### config.mk
export PLATFORM = sky130hd
export DESIGN_NAME = cmd_engine
export DESIGN_NICKNAME = d
export VERILOG_FILES = /design/src/rtl/cmd_engine_pkg.sv /design/src/rtl/cmd_engine.sv
export SDC_FILE = /design/constraint.sdc
export NUM_CORES = 1
export LEC_CHECK = 0
export CORE_AREA = 2 2 91 93
export DETAILED_ROUTE_END_ITERATION = 10
export DIE_AREA = 0 0 93 95
export PLACE_DENSITY = 0.68
export SYNTH_ARGS = -nofsm -noshare
export SYNTH_HDL_FRONTEND = slang
export SYNTH_SLANG_ARGS = --single-unit
### constraint.sdc
create_clock -name clk -period 3.1 [get_ports clk]
set_input_delay 0.31 -clock clk [delete_from_list [all_inputs] [get_ports clk]]
set_output_delay 0.31 -clock clk [all_outputs]
set_load 0.02 [all_outputs]
### src/rtl/cmd_engine_pkg.sv
// rtl/cmd_engine_pkg.sv - opcode, status and state types for cmd_engine
package cmd_engine_pkg;

    typedef enum logic [1:0] {
        OP_READ       = 2'd0,
        OP_WRITE      = 2'd1,
        OP_BURST_READ = 2'd2,
        OP_FILL       = 2'd3
    } cmd_op_e;

    typedef enum logic [1:0] {
        RSP_OK   = 2'd0,
        RSP_ERR  = 2'd1,
        RSP_CSUM = 2'd2
    } rsp_status_e;

    typedef enum logic [2:0] {
        ST_IDLE,
        ST_DECODE,
        ST_EXEC,
        ST_RD_WAIT,
        ST_RESP
`ifdef CMD_ENGINE_CHECKSUM_EN
        , ST_CSUM
`endif
    } state_e;

    localparam int ERR_COUNT_W = 8;

endpackage

### src/rtl/cmd_engine.sv
// rtl/cmd_engine.sv - command engine: single/burst read, write and fill against a sync RAM (CMD_ENGINE_CHECKSUM_EN adds burst XOR checksum)
module cmd_engine
    import cmd_engine_pkg::*;
#(
    parameter int ADDR_W = 8,
    parameter int DATA_W = 8,
    parameter int LEN_W  = 4
) (
    input  logic              clk,
    input  logic              rst,
    input  logic              cmd_valid,
    input  logic [1:0]        cmd_op,
    input  logic [ADDR_W-1:0] cmd_addr,
    input  logic [DATA_W-1:0] cmd_data,
    input  logic [LEN_W-1:0]  cmd_len,
    output logic              cmd_rd_en,
    output logic [ADDR_W-1:0] mem_addr,
    output logic              mem_write_en,
    output logic [DATA_W-1:0] mem_write_data,
    output logic              mem_read_en,
    input  logic [DATA_W-1:0] mem_read_data,
    input  logic              rsp_full,
    output logic              rsp_wr_en,
    output logic [1:0]        rsp_status,
    output logic [ADDR_W-1:0] rsp_addr,
    output logic [DATA_W-1:0] rsp_data,
    output logic              busy,
    output logic [7:0]        err_count
);

    state_e                 state, state_n;
    cmd_op_e                op_q;
    logic [ADDR_W-1:0]      addr_q, start_q;
    logic [DATA_W-1:0]      data_q;
    logic [LEN_W-1:0]       len_q, cnt_q;
    rsp_status_e            status_q;
    logic [ADDR_W-1:0]      rsp_addr_q;
    logic [DATA_W-1:0]      rsp_data_q;
    logic [ERR_COUNT_W-1:0] err_q;
    logic [ADDR_W:0]        end_addr;
    logic                   range_err;
    logic                   multi_beat;
    logic                   more_beats;
`ifdef CMD_ENGINE_CHECKSUM_EN
    logic [DATA_W-1:0]      csum_q;
`endif

    // Last beat address computed one bit wider so a wrap past the top shows as a carry.
    assign end_addr   = {1'b0, addr_q} + (ADDR_W+1)'(len_q);
    assign multi_beat = (op_q == OP_BURST_READ) || (op_q == OP_FILL);
    assign range_err  = multi_beat && end_addr[ADDR_W];
    assign more_beats = (op_q == OP_BURST_READ) && (cnt_q != '0);

    assign mem_addr       = addr_q;
    assign mem_write_data = data_q;
    assign rsp_status     = status_q;
    assign rsp_addr       = rsp_addr_q;
    assign rsp_data       = rsp_data_q;
    assign busy           = (state != ST_IDLE);
    assign err_count      = err_q;

    always_comb begin
        state_n      = state;
        cmd_rd_en    = 1'b0;
        mem_read_en  = 1'b0;
        mem_write_en = 1'b0;
        rsp_wr_en    = 1'b0;
        case (state)
            ST_IDLE: begin
                if (cmd_valid && !rst) begin
                    cmd_rd_en = 1'b1;
                    state_n   = ST_DECODE;
                end
            end
            ST_DECODE: state_n = range_err ? ST_RESP : ST_EXEC;
            ST_EXEC: begin
                case (op_q)
                    OP_READ, OP_BURST_READ: begin
                        mem_read_en = 1'b1;
                        state_n     = ST_RD_WAIT;
                    end
                    OP_WRITE: begin
                        mem_write_en = 1'b1;
                        state_n      = ST_RESP;
                    end
                    default: begin
                        mem_write_en = 1'b1;
                        if (cnt_q == '0) state_n = ST_RESP;
                    end
                endcase
            end
            ST_RD_WAIT: state_n = ST_RESP;
            ST_RESP: begin
                if (!rsp_full) begin
                    rsp_wr_en = 1'b1;
                    if (more_beats) state_n = ST_EXEC;
`ifdef CMD_ENGINE_CHECKSUM_EN
                    else if (op_q == OP_BURST_READ && status_q == RSP_OK) state_n = ST_CSUM;
`endif
                    else state_n = ST_IDLE;
                end
            end
`ifdef CMD_ENGINE_CHECKSUM_EN
            ST_CSUM: begin
                if (!rsp_full) begin
                    rsp_wr_en = 1'b1;
                    state_n   = ST_IDLE;
                end
            end
`endif
            default: state_n = ST_IDLE;
        endcase
    end

    always_ff @(posedge clk) begin
        if (rst) begin
            state      <= ST_IDLE;
            op_q       <= OP_READ;
            addr_q     <= '0;
            start_q    <= '0;
            data_q     <= '0;
            len_q      <= '0;
            cnt_q      <= '0;
            status_q   <= RSP_OK;
            rsp_addr_q <= '0;
            rsp_data_q <= '0;
            err_q      <= '0;
`ifdef CMD_ENGINE_CHECKSUM_EN
            csum_q     <= '0;
`endif
        end else begin
            state <= state_n;
            case (state)
                ST_IDLE: begin
                    if (cmd_rd_en) begin
                        op_q    <= cmd_op_e'(cmd_op);
                        addr_q  <= cmd_addr;
                        start_q <= cmd_addr;
                        data_q  <= cmd_data;
                        len_q   <= cmd_len;
                    end
                end
                ST_DECODE: begin
`ifdef CMD_ENGINE_CHECKSUM_EN
                    csum_q <= '0;
`endif
                    // A rejected command leaves the counter at zero so RESP never loops back.
                    if (range_err) begin
                        cnt_q      <= '0;
                        status_q   <= RSP_ERR;
                        rsp_addr_q <= start_q;
                        rsp_data_q <= '0;
                    end else begin
                        cnt_q <= multi_beat ? len_q : '0;
                    end
                end
                ST_EXEC: begin
                    if (op_q == OP_WRITE) begin
                        status_q   <= RSP_OK;
                        rsp_addr_q <= addr_q;
                        rsp_data_q <= data_q;
                    end else if (op_q == OP_FILL) begin
                        if (cnt_q == '0) begin
                            status_q   <= RSP_OK;
                            rsp_addr_q <= start_q;
                            rsp_data_q <= data_q;
                        end else begin
                            addr_q <= addr_q + 1'b1;
                            cnt_q  <= cnt_q - 1'b1;
                        end
                    end
                end
                ST_RD_WAIT: begin
                    status_q   <= RSP_OK;
                    rsp_addr_q <= addr_q;
                    rsp_data_q <= mem_read_data;
`ifdef CMD_ENGINE_CHECKSUM_EN
                    csum_q     <= csum_q ^ mem_read_data;
`endif
                end
                ST_RESP: begin
                    if (rsp_wr_en) begin
                        if (status_q == RSP_ERR && err_q != {ERR_COUNT_W{1'b1}})
                            err_q <= err_q + 1'b1;
                        if (more_beats) begin
                            addr_q <= addr_q + 1'b1;
                            cnt_q  <= cnt_q - 1'b1;
                        end
`ifdef CMD_ENGINE_CHECKSUM_EN
                        if (state_n == ST_CSUM) begin
                            status_q   <= RSP_CSUM;
                            rsp_addr_q <= start_q;
                            rsp_data_q <= csum_q;
                        end
`endif
                    end
                end
                default: ;
            endcase
        end
    end

endmodule

==> results_dict.tcl, run 1 <==
set metrics [dict create \
    status "finished clean" \
    skew_ns 0.003675 \
    p_per_area_nw_per_um2 852.8 \
    drc_errors 0 \
    hp-class "reg2reg" \
    worstMarginPinSlew_ns 1.039 \
    synthToLayoutAreaGrowth_pct 32.93 \
    firstDrtPassIters 4 \
    dr_total_vias 3018 \
    ys_seq_area_frac 0.3866 \
    cts_buffers 9 \
    wl_um 8389 \
    syn_nets 427 \
    n_antenna_cell 0 \
    holdCritStartpoint "start_q[4]" \
    die_h_um 95 \
    initial_core_util 0.4050 \
    grt_pass1_wl_um 13570 \
    power.leakage_nw 1.451 \
    multi_input_area_um2 1794 \
    cts_root_buf "clkbuf_8" \
    gp_congestion 0.8544 \
    slew_headroom 0.3028 \
    postCtsSetupRepairBufs 0 \
    synth_compound_area_frac 0.2467 \
    synth_fa_ha_area_frac 0.02338 \
    syn_inst 387 \
    ys.warnings.count 0 \
    synth-xor-area-share 0.01637 \
    design_area_um2 4268 \
    timing.fmax_mhz 410.1 \
    cts_sinks 62 \
    fp.dieArea_um2 8835 \
    cp-start-kind "register" \
    rsz0062_at_grt "false" \
    fillerInstances 761 \
    ant_nets 0 \
    critPathCaptureType "primary output" \
    clock_path_buffers 2 \
    grtUsageTotal 0.1951 \
    antenna_found_initial 0 \
    dp_hpwl_um 5731 \
    core_area_um2 7928 \
    rr_startpoint "mem_addr[2]" \
    finalHoldViolCount 0 \
    ff_latch_area_um2 1241 \
    io_buffers 79 \
    layout_commonest_cell "clkdlybuf4s50_1" \
    wl_per_cell_um 14.85 \
    cts_tree "yes" \
    drv_cap 0 \
    syn_area_per_cell_um2 8.296 \
    grt_pass1_vias 2765 \
    critPathMaxFanout 16 \
    setup-violations-final 0 \
    synth_edf_count 0 \
    ys_ff_latch 62 \
    setup_tns_ns 0 \
    synthSimpleGateAreaFrac 0.2299 \
    post_drt_via_cell_ratio 5.342 \
    synth_top_flop_cell "dfxtp_1" \
    rows 33 \
    grt_overflow 0 \
    period_needed_ns 2.438 \
    finalCritPeriodShare 0.7866 \
    place_area_um2 4031 \
    arrival_ns 2.13 \
    yosysUniqueCellTypes 56 \
    die_w_um 93 \
    htreeDepth 3 \
    cts_resized 0 \
    grt_max_degree 71 \
    ir_drop_v 0.0003795 \
    mostFrequentLayoutCells "clkdlybuf4s50_1 (78), dfxtp_1 (62), o21ai_0 (43)" \
    syn_area_um2 3211 \
    ioPinCount 81 \
    slew_violations 0 \
    drt_iter0_drc 150 \
    final_nets 495 \
    clk_latency_ns 0.34 \
    crit_start "state[1]" \
    drive_gt1_frac 0.09130 \
    postCtsHoldBufs 0 \
    path_clk_slew_ns 0.07 \
    async_flop_share 0 \
    synth_top_family_by_area "compound AO/OA/AOI/OAI gates" \
    path_class "reg2out" \
    synth_mux_area_frac 0.04053 \
    required_ns 2.79 \
]
critical path, stage by stage (launching register included):
cell	delay, ns
dfxtp_1	0.48
or3_1	0.47
nor2_2	0.19
clkdlybuf4s50_1	0.63
power by group:
part	internal, mW	total (mW)	switching (mW)	leakage, nW
registers	0.978	1.19	0.213	0.506
logic	0.660	1.59	0.934	0.826
clock network	0.529	0.855	0.325	0.119
through the flow:
step | utilization | hold slack, ns | total power [mW] | std cells | worst slack (ns)
after global placement | 0.5085 | 0.4625 | 2.757 | 549 | 0.8856
after global routing | 0.5384 | 0.5002 | 3.894 | 565 | 0.4499
final | 0.5384 | 0.4785 | 3.640 | 565 | 0.6615
after detailed placement | 0.5085 | 0.4660 | 2.796 | 549 | 0.7434
after floorplan | - | 0.4186 | 2.281 | 387 | 1.213
after CTS | 0.5384 | 0.4833 | 3.657 | 565 | 0.6391
kinds of logic after synthesis:
| kind of cell | after synthesis |
|---|---|
| simple gates | 141 |
| compound gates | 121 |
| flops | 62 |
| buf+inv | 38 |
| mux | 12 |
| fa+ha+maj | 6 |
| xor+xnor | 6 |
| other cells | 1 |
flip-flops by register name, summed over array words and instances (netlist names):
name / cells
cnt_q: 4
err_count: 8
len_q: 4
mem_addr: 8
mem_write_data: 8
op_q: 2
rsp_addr: 8
rsp_data: 8
rsp_status: 1
start_q: 8
state: 3
worst paths after layout:
kind / end / slack [ns] / cells past startpoint
min: start_q[4] / 0.48 / 2
min reg2reg: start_q[4] / 0.48 / 2
max: cmd_rd_en / 0.66 / 3
max reg2reg: rsp_data[3] / 0.73 / 6
cells in the mapped netlist, types with 2 or more instances:
cell type  count  share of area
a211oi_1       5          0.012
a21oi_1       29          0.045
a311o_1        6          0.019
a311oi_1      11          0.030
a31oi_1        2         0.0039
and3_1         2         0.0039
buf_1          2         0.0023
buf_2         10          0.016
buf_4          4         0.0094
clkbuf_1      10          0.012
dfxtp_1       62           0.39
ha_1           6          0.023
inv_1         11          0.013
mux2_2         8          0.028
mux2i_1        4          0.012
nand2_1       42          0.049
nand2b_1      25          0.049
nand3_1        9          0.014
nand4_1        3         0.0058
nor2_1        24          0.028
nor2b_1       11          0.021
nor3_1         5         0.0078
nor3_2         3         0.0094
nor3b_1        2         0.0047
nor4_1         2         0.0039
o21ai_0       43          0.067
o22ai_1        3         0.0058
o31ai_1        5          0.012
o31ai_2        2         0.0078
or3_1          5         0.0097
or3b_1         2         0.0055
xnor2_1        5          0.014
cell type report:
cell class | count | share of cell area
Clock inverter | 7 | 0.02639
Tap cell | 105 | 0.03078
Clock buffer | 9 | 0.02902
Multi-Input combinational cell | 287 | 0.4204
Inverter | 11 | 0.009675
Timing Repair Buffer | 84 | 0.1929
Sequential cell | 62 | 0.2908
per-layer routing:
layer / track usage / share of wire / up-vias
met5: 0 / 0 / -
met4: 0.05392 / 0.018 / 0
met3: 0.06624 / 0.062 / 12
met2: 0.3050 / 0.45 / 82
met1: 0.2579 / 0.47 / 1403
li1: - / - / 1521
Power figures use the tool's default switching activity.
==> run 2: changes to the inputs <==
--- a/config.mk
+++ b/config.mk
@@ -8,7 +8,7 @@
 export CORE_AREA = 2 2 91 93
 export DETAILED_ROUTE_END_ITERATION = 10
 export DIE_AREA = 0 0 93 95
-export PLACE_DENSITY = 0.68
+export PLACE_DENSITY = 0.7
 export SYNTH_ARGS = -nofsm -noshare
 export SYNTH_HDL_FRONTEND = slang
 export SYNTH_SLANG_ARGS = --single-unit
==> constraint.sdc (replaced) <==
create_clock -name clk -period 2.1 [get_ports clk]
set_input_delay 0.21 -clock clk [delete_from_list [all_inputs] [get_ports clk]]
set_output_delay 0.21 -clock clk [all_outputs]
set_load 0.02 [all_outputs]
==> run 2 against run 1 <==
Combinational power grew 67%; count of clock-buffer cells in the layout grew 4; die area is the same; clock power grew 11%; critical path type is now reg2reg; critical endpoint is now mem_addr[7]; largest cell class unchanged; largest power group unchanged.
==> results_dict.tcl, run 2 (same netlist as run 1, synthesis figures left out) <==
set metrics [dict create \
    hp-class "in2reg" \
    drt_iter0_drc 145 \
    dr_total_vias 3068 \
    initial_core_util 0.4050 \
    placed_cells 562 \
    path_clk_slew_ns 0.06 \
    met3_length_um 504 \
    postCtsHoldBufs 0 \
    antenna_found_initial 0 \
    top_layer_used "met4" \
    cts_tree "yes" \
    rsz0062_at_grt "false" \
    layout_commonest_cell "clkdlybuf4s50_1" \
    ant_nets 0 \
    critPathMaxFanout 11 \
    ioPinCount 81 \
    cp-start-kind "register" \
    max_stage_delay_ns 0.39 \
    finalCritPeriodShare 0.9369 \
    cts_buffers 9 \
    status "finished clean" \
    io_buffers 79 \
    path_class "reg2reg" \
    critPathCaptureType "register" \
    ff2ff_path_depth 8 \
    post_drt_via_cell_ratio 5.317 \
    wl_per_cell_um 14.67 \
    required_ns 2.30 \
    clock_path_buffers 2 \
    place_area_um2 4154 \
    mostFrequentLayoutCells "clkdlybuf4s50_1 (75), dfxtp_1 (61), o21ai_0 (43)" \
    rr_startpoint "cnt_q[0]" \
    hold_path_depth 3 \
    grt_pass1_wl_um 13500 \
    power.leakage_nw 1.540 \
    final_nets 509 \
    grt_overflow 0 \
    drv_cap 0 \
    finalHoldViolCount 0 \
    slew_violations 0 \
    clk_latency_ns 0.33 \
    slew_headroom 0.5947 \
    reg2reg_to "mem_addr[7]" \
    timing.fmax_mhz 508.3 \
    design_area_um2 4360 \
    grt_max_degree 51 \
    drc_errors 0 \
    met2_length_um 3910 \
    drive_gt1_frac 0.1186 \
    arrival_ns 2.17 \
    firstDrtPassIters 4 \
    htreeDepth 3 \
    timing.reg2reg.setup_slack_ns 0.13 \
    grt_pass1_vias 2778 \
    skew_ns 0.007407 \
    path_cells "inv_1 > ha_1 > or3b_1 > a31oi_1 > o22ai_1 > buf_4 > nand2_1 > o31ai_1" \
    core_area_um2 7928 \
    ir_drop_v 0.0005083 \
    cts_sinks 62 \
    cts_root_buf "clkbuf_8" \
    p_per_area_nw_per_um2 1218 \
    n_antenna_cell 0 \
    die_h_um 95 \
    holdCritStartpoint "rst" \
    synthToLayoutAreaGrowth_pct 35.81 \
    period_needed_ns 1.967 \
    grtUsageTotal 0.1916 \
    die_w_um 93 \
    setup_tns_ns 0 \
    fp.dieArea_um2 8835 \
    rows 33 \
    setup-violations-final 0 \
    worstMarginPinSlew_ns 0.6080 \
    crit_path_top_delay_cell "or3b_1" \
    whs_endpoint "err_count[2]" \
    dp_hpwl_um 5874 \
    wl_um 8464 \
    drt-met1-wl_um 3849 \
    gp_congestion 0.8280 \
    finalNonFillerCells 577 \
]
run 2: stage by stage:
stage	hold slack (ns)	setup slack, ns	util	power (mW)
6_report	0.3161	0.1325	0.5500	5.311
5_1_grt	0.3277	0.01460	0.5500	5.676
4_1_cts	0.3025	0.01167	0.5456	5.262
3_5_place_dp	0.4636	0.1228	0.5240	4.301
3_3_place_gp	0.4626	0.1689	0.5240	4.243
2_1_floorplan	0.3186	0.2130	-	3.367
run 2: repair_timing:
item,CTS,global route
buffers inserted,0,1
endpoints found under the hold margin,0,0
setup endpoints to repair,2,20
resized for setup,2,4
pin swaps,0,1
run 2: how the worst max path moves through the flow:
| stage | startpoint | end |
|---|---|---|
| 2_1_floorplan | mem_addr[2] | rsp_status[0] |
| 3_3_place_gp | rsp_full | rsp_wr_en |
| 3_5_place_dp | len_q[2] | rsp_addr[5] |
| 4_1_cts | state[1] | mem_write_en |
| 5_1_grt | cnt_q[0] | mem_addr[6] |
| 6_report | cnt_q[0] | mem_addr[7] |
run 2: layout make-up:
cell class                      instances  area, um^2
Clock buffer                           13       168.9
Clock inverter                          1       5.005
Fill cell                             753        3567
Inverter                               11       41.29
Multi-Input combinational cell        287        1805
Sequential cell                        62        1242
Tap cell                              105       131.4
Timing Repair Buffer                   98       965.9
run 2: layer usage:
| metal | GRT usage | vias to the layer above |
|---|---|---|
| li1 | - | 1551 |
| met1 | 0.2509 | 1405 |
| met2 | 0.3050 | 94 |
| met3 | 0.04469 | 18 |
| met4 | 0.07843 | 0 |
| met5 | 0 | - |
run 2: worst max-delay path, delay by kind of cell, from the launching register on:
| family | cells | cell delay (ns) |
|---|---|---|
| compound gates | 3 | 0.42 |
| fa+ha+maj | 1 | 0.21 |
| buf+inv | 2 | 0.28 |
| flops | 1 | 0.30 |
| simple gates | 2 | 0.62 |
run 2: where the power goes:
part	total [mW]	switching (mW)	internal, mW	leakage, nW
clock network	0.947	0.436	0.511	0.0914
logic	2.66	1.49	1.17	0.942
registers	1.70	0.256	1.45	0.507
==> run 3: changes to the inputs <==
==> constraint.sdc (replaced) <==
create_clock -name clk -period 2.1 [get_ports clk]
set_input_delay 0.42 -clock clk [delete_from_list [all_inputs] [get_ports clk]]
set_output_delay 0.42 -clock clk [all_outputs]
set_load 0.02 [all_outputs]
==> run 3 against run 2 <==
Worst setup slack lost 0.077 ns; power about the same; clock skew is 0.0036 ns higher; critical path depth decreased by 6; maximum frequency is 3.8% lower; critical endpoint is now busy; via count grew 0.46%; clock power grew 3.2%; first-iteration DRC count decreased by 19%; sequential cell count unchanged; worst hold slack improved by 0.16 ns; register-to-register slack improved by 0.02 ns; highest routed layer unchanged; cell count rose by 0.69%; largest cell class unchanged.
==> results_dict.tcl, run 3 (same netlist as run 1, synthesis figures left out) <==
set metrics [dict create \
    ff_latch_area_um2 1241 \
    cts_tree "yes" \
    max_stage_delay_ns 0.58 \
    cts_root_buf "clkbuf_8" \
    synthToLayoutAreaGrowth_pct 36.05 \
    arrival_ns 1.62 \
    layout_commonest_cell "clkdlybuf4s50_1" \
    postCtsSetupRepairBufs 0 \
    worstMarginPinSlew_ns 0.6741 \
    drt_iter0_drc 117 \
    grtUsageTotal 0.1922 \
    clk_latency_ns 0.34 \
    design_area_um2 4368 \
    crit_path_top_delay_cell "clkdlybuf4s50_1" \
    utilization 0.5510 \
    cp-start-kind "register" \
    io_buffers 79 \
    setup-violations-final 0 \
    required_ns 1.68 \
    path_cells "or3_1 > clkdlybuf4s50_1" \
    path_delay_family "buffers and inverters" \
    mostFrequentLayoutCells "clkdlybuf4s50_1 (74), dfxtp_1 (62), o21ai_0 (43)" \
    initial_core_util 0.4050 \
    finalCritPeriodShare 0.9735 \
    fillerInstances 755 \
    power_mw 5.306 \
    critPathCaptureType "primary output" \
    die_h_um 95 \
    path_clk_slew_ns 0.07 \
    path_class "reg2out" \
    grt_max_degree 71 \
    firstDrtPassIters 4 \
    skew_ns 0.01104 \
    rows 33 \
    hp-class "reg2reg" \
    clock_path_buffers 2 \
    cp.buffers_inverters 1 \
    rsz0062_at_grt "false" \
    drive_gt1_frac 0.1282 \
    grt_overflow 0 \
    n_antenna_cell 0 \
    status "finished clean" \
    ioPinCount 81 \
    antenna_found_initial 0 \
    drv_cap 0 \
    wl_per_cell_um 14.54 \
    ant_nets 0 \
    post_drt_via_cell_ratio 5.305 \
    die_w_um 93 \
    timing.fmax_mhz 489.2 \
    drc_errors 0 \
    p_per_area_nw_per_um2 1215 \
    multi_input_area_um2 1815 \
    cts_buffers 9 \
    postCtsHoldBufs 0 \
    fp.dieArea_um2 8835 \
    period_needed_ns 2.044 \
    critPathMaxFanout 2 \
    power.leakage_nw 1.540 \
    final_nets 511 \
    ir_drop_v 0.0005467 \
    grt_pass1_vias 2844 \
    dr_total_vias 3082 \
    slew_violations 0 \
    htreeDepth 3 \
    slew_headroom 0.5506 \
    grt_pass1_wl_um 13510 \
    cts_sinks 62 \
    gp_congestion 0.8460 \
    finalHoldViolCount 0 \
    dp_hpwl_um 5826 \
    place_area_um2 4164 \
    wl_um 8447 \
    core_area_um2 7928 \
]
[run 3: changes by cell type in the layout (fill, tap and decap cells not counted), sizes merged]
cell           delta
buf               +2
clkdlybuf4s15     +1
clkdlybuf4s50     -1
clkinv            +1
clkinvlp          +1
dlygate4sd2       +1
dlymetal6s2s      -1
[run 3: what timing repair did]
| action | CTS | global route |
|---|---|---|
| pin swaps | 0 | 1 |
| setup endpoints to repair | 4 | 9 |
| resized for setup | 4 | 5 |
[run 3: worst register-to-register path, delay by kind of cell (launching register included)]
kind	cells	cell delay (ns)
AND/OR/NAND/NOR	1	0.11
buffers and inverters	1	0.16
adder cells (fa/ha/maj)	1	0.29
AO/OA/AOI/OAI	4	0.96
flip-flops	1	0.33
[run 3: metal layers]
| metal | vias to the layer above | track usage | wire length (um) |
|---|---|---|---|
| li1 | 1557 | - | - |
| met1 | 1428 | 0.2550 | 3901 |
| met2 | 86 | 0.3068 | 3948 |
| met3 | 11 | 0.04150 | 452 |
| met4 | 0 | 0.07353 | 144 |
| met5 | - | 0 | 0 |
[run 3: stage by stage]
stage	hold slack (ns)	std cells	setup slack, ns	setup TNS, ns
after detailed placement	0.4688	565	-0.1597	-0.8362
after global routing	0.4955	581	0.005213	0
after global placement	0.4629	565	-0.1326	-0.4190
after floorplan	0.4489	387	0.2130	0
final	0.4738	581	0.05574	0
after CTS	0.4772	581	0.03437	0
[run 3: layout make-up]
cell class,instances,share of cell area
clock buffer,13,0.03867
clock inverter,3,0.004010
inverter,11,0.009453
multi-input combinational,287,0.4156
sequential,62,0.2842
tap,105,0.03008
timing repair buffer,100,0.2180
[run 3: worst paths after layout]
path / start / endpoint / slack (ns) / cells after the start
max: state[1] / busy / 0.06 / 2
min: start_q[5] / start_q[5] / 0.47 / 2
max reg2reg: mem_addr[2] / rsp_addr[6] / 0.15 / 7
min reg2reg: start_q[5] / start_q[5] / 0.47 / 2
[run 3: power by group]
group,switching (mW),total [mW],internal (mW)
combinational,1.53,2.69,1.15
sequential,0.198,1.64,1.44
clock,0.456,0.977,0.522
total,2.19,5.31,3.12
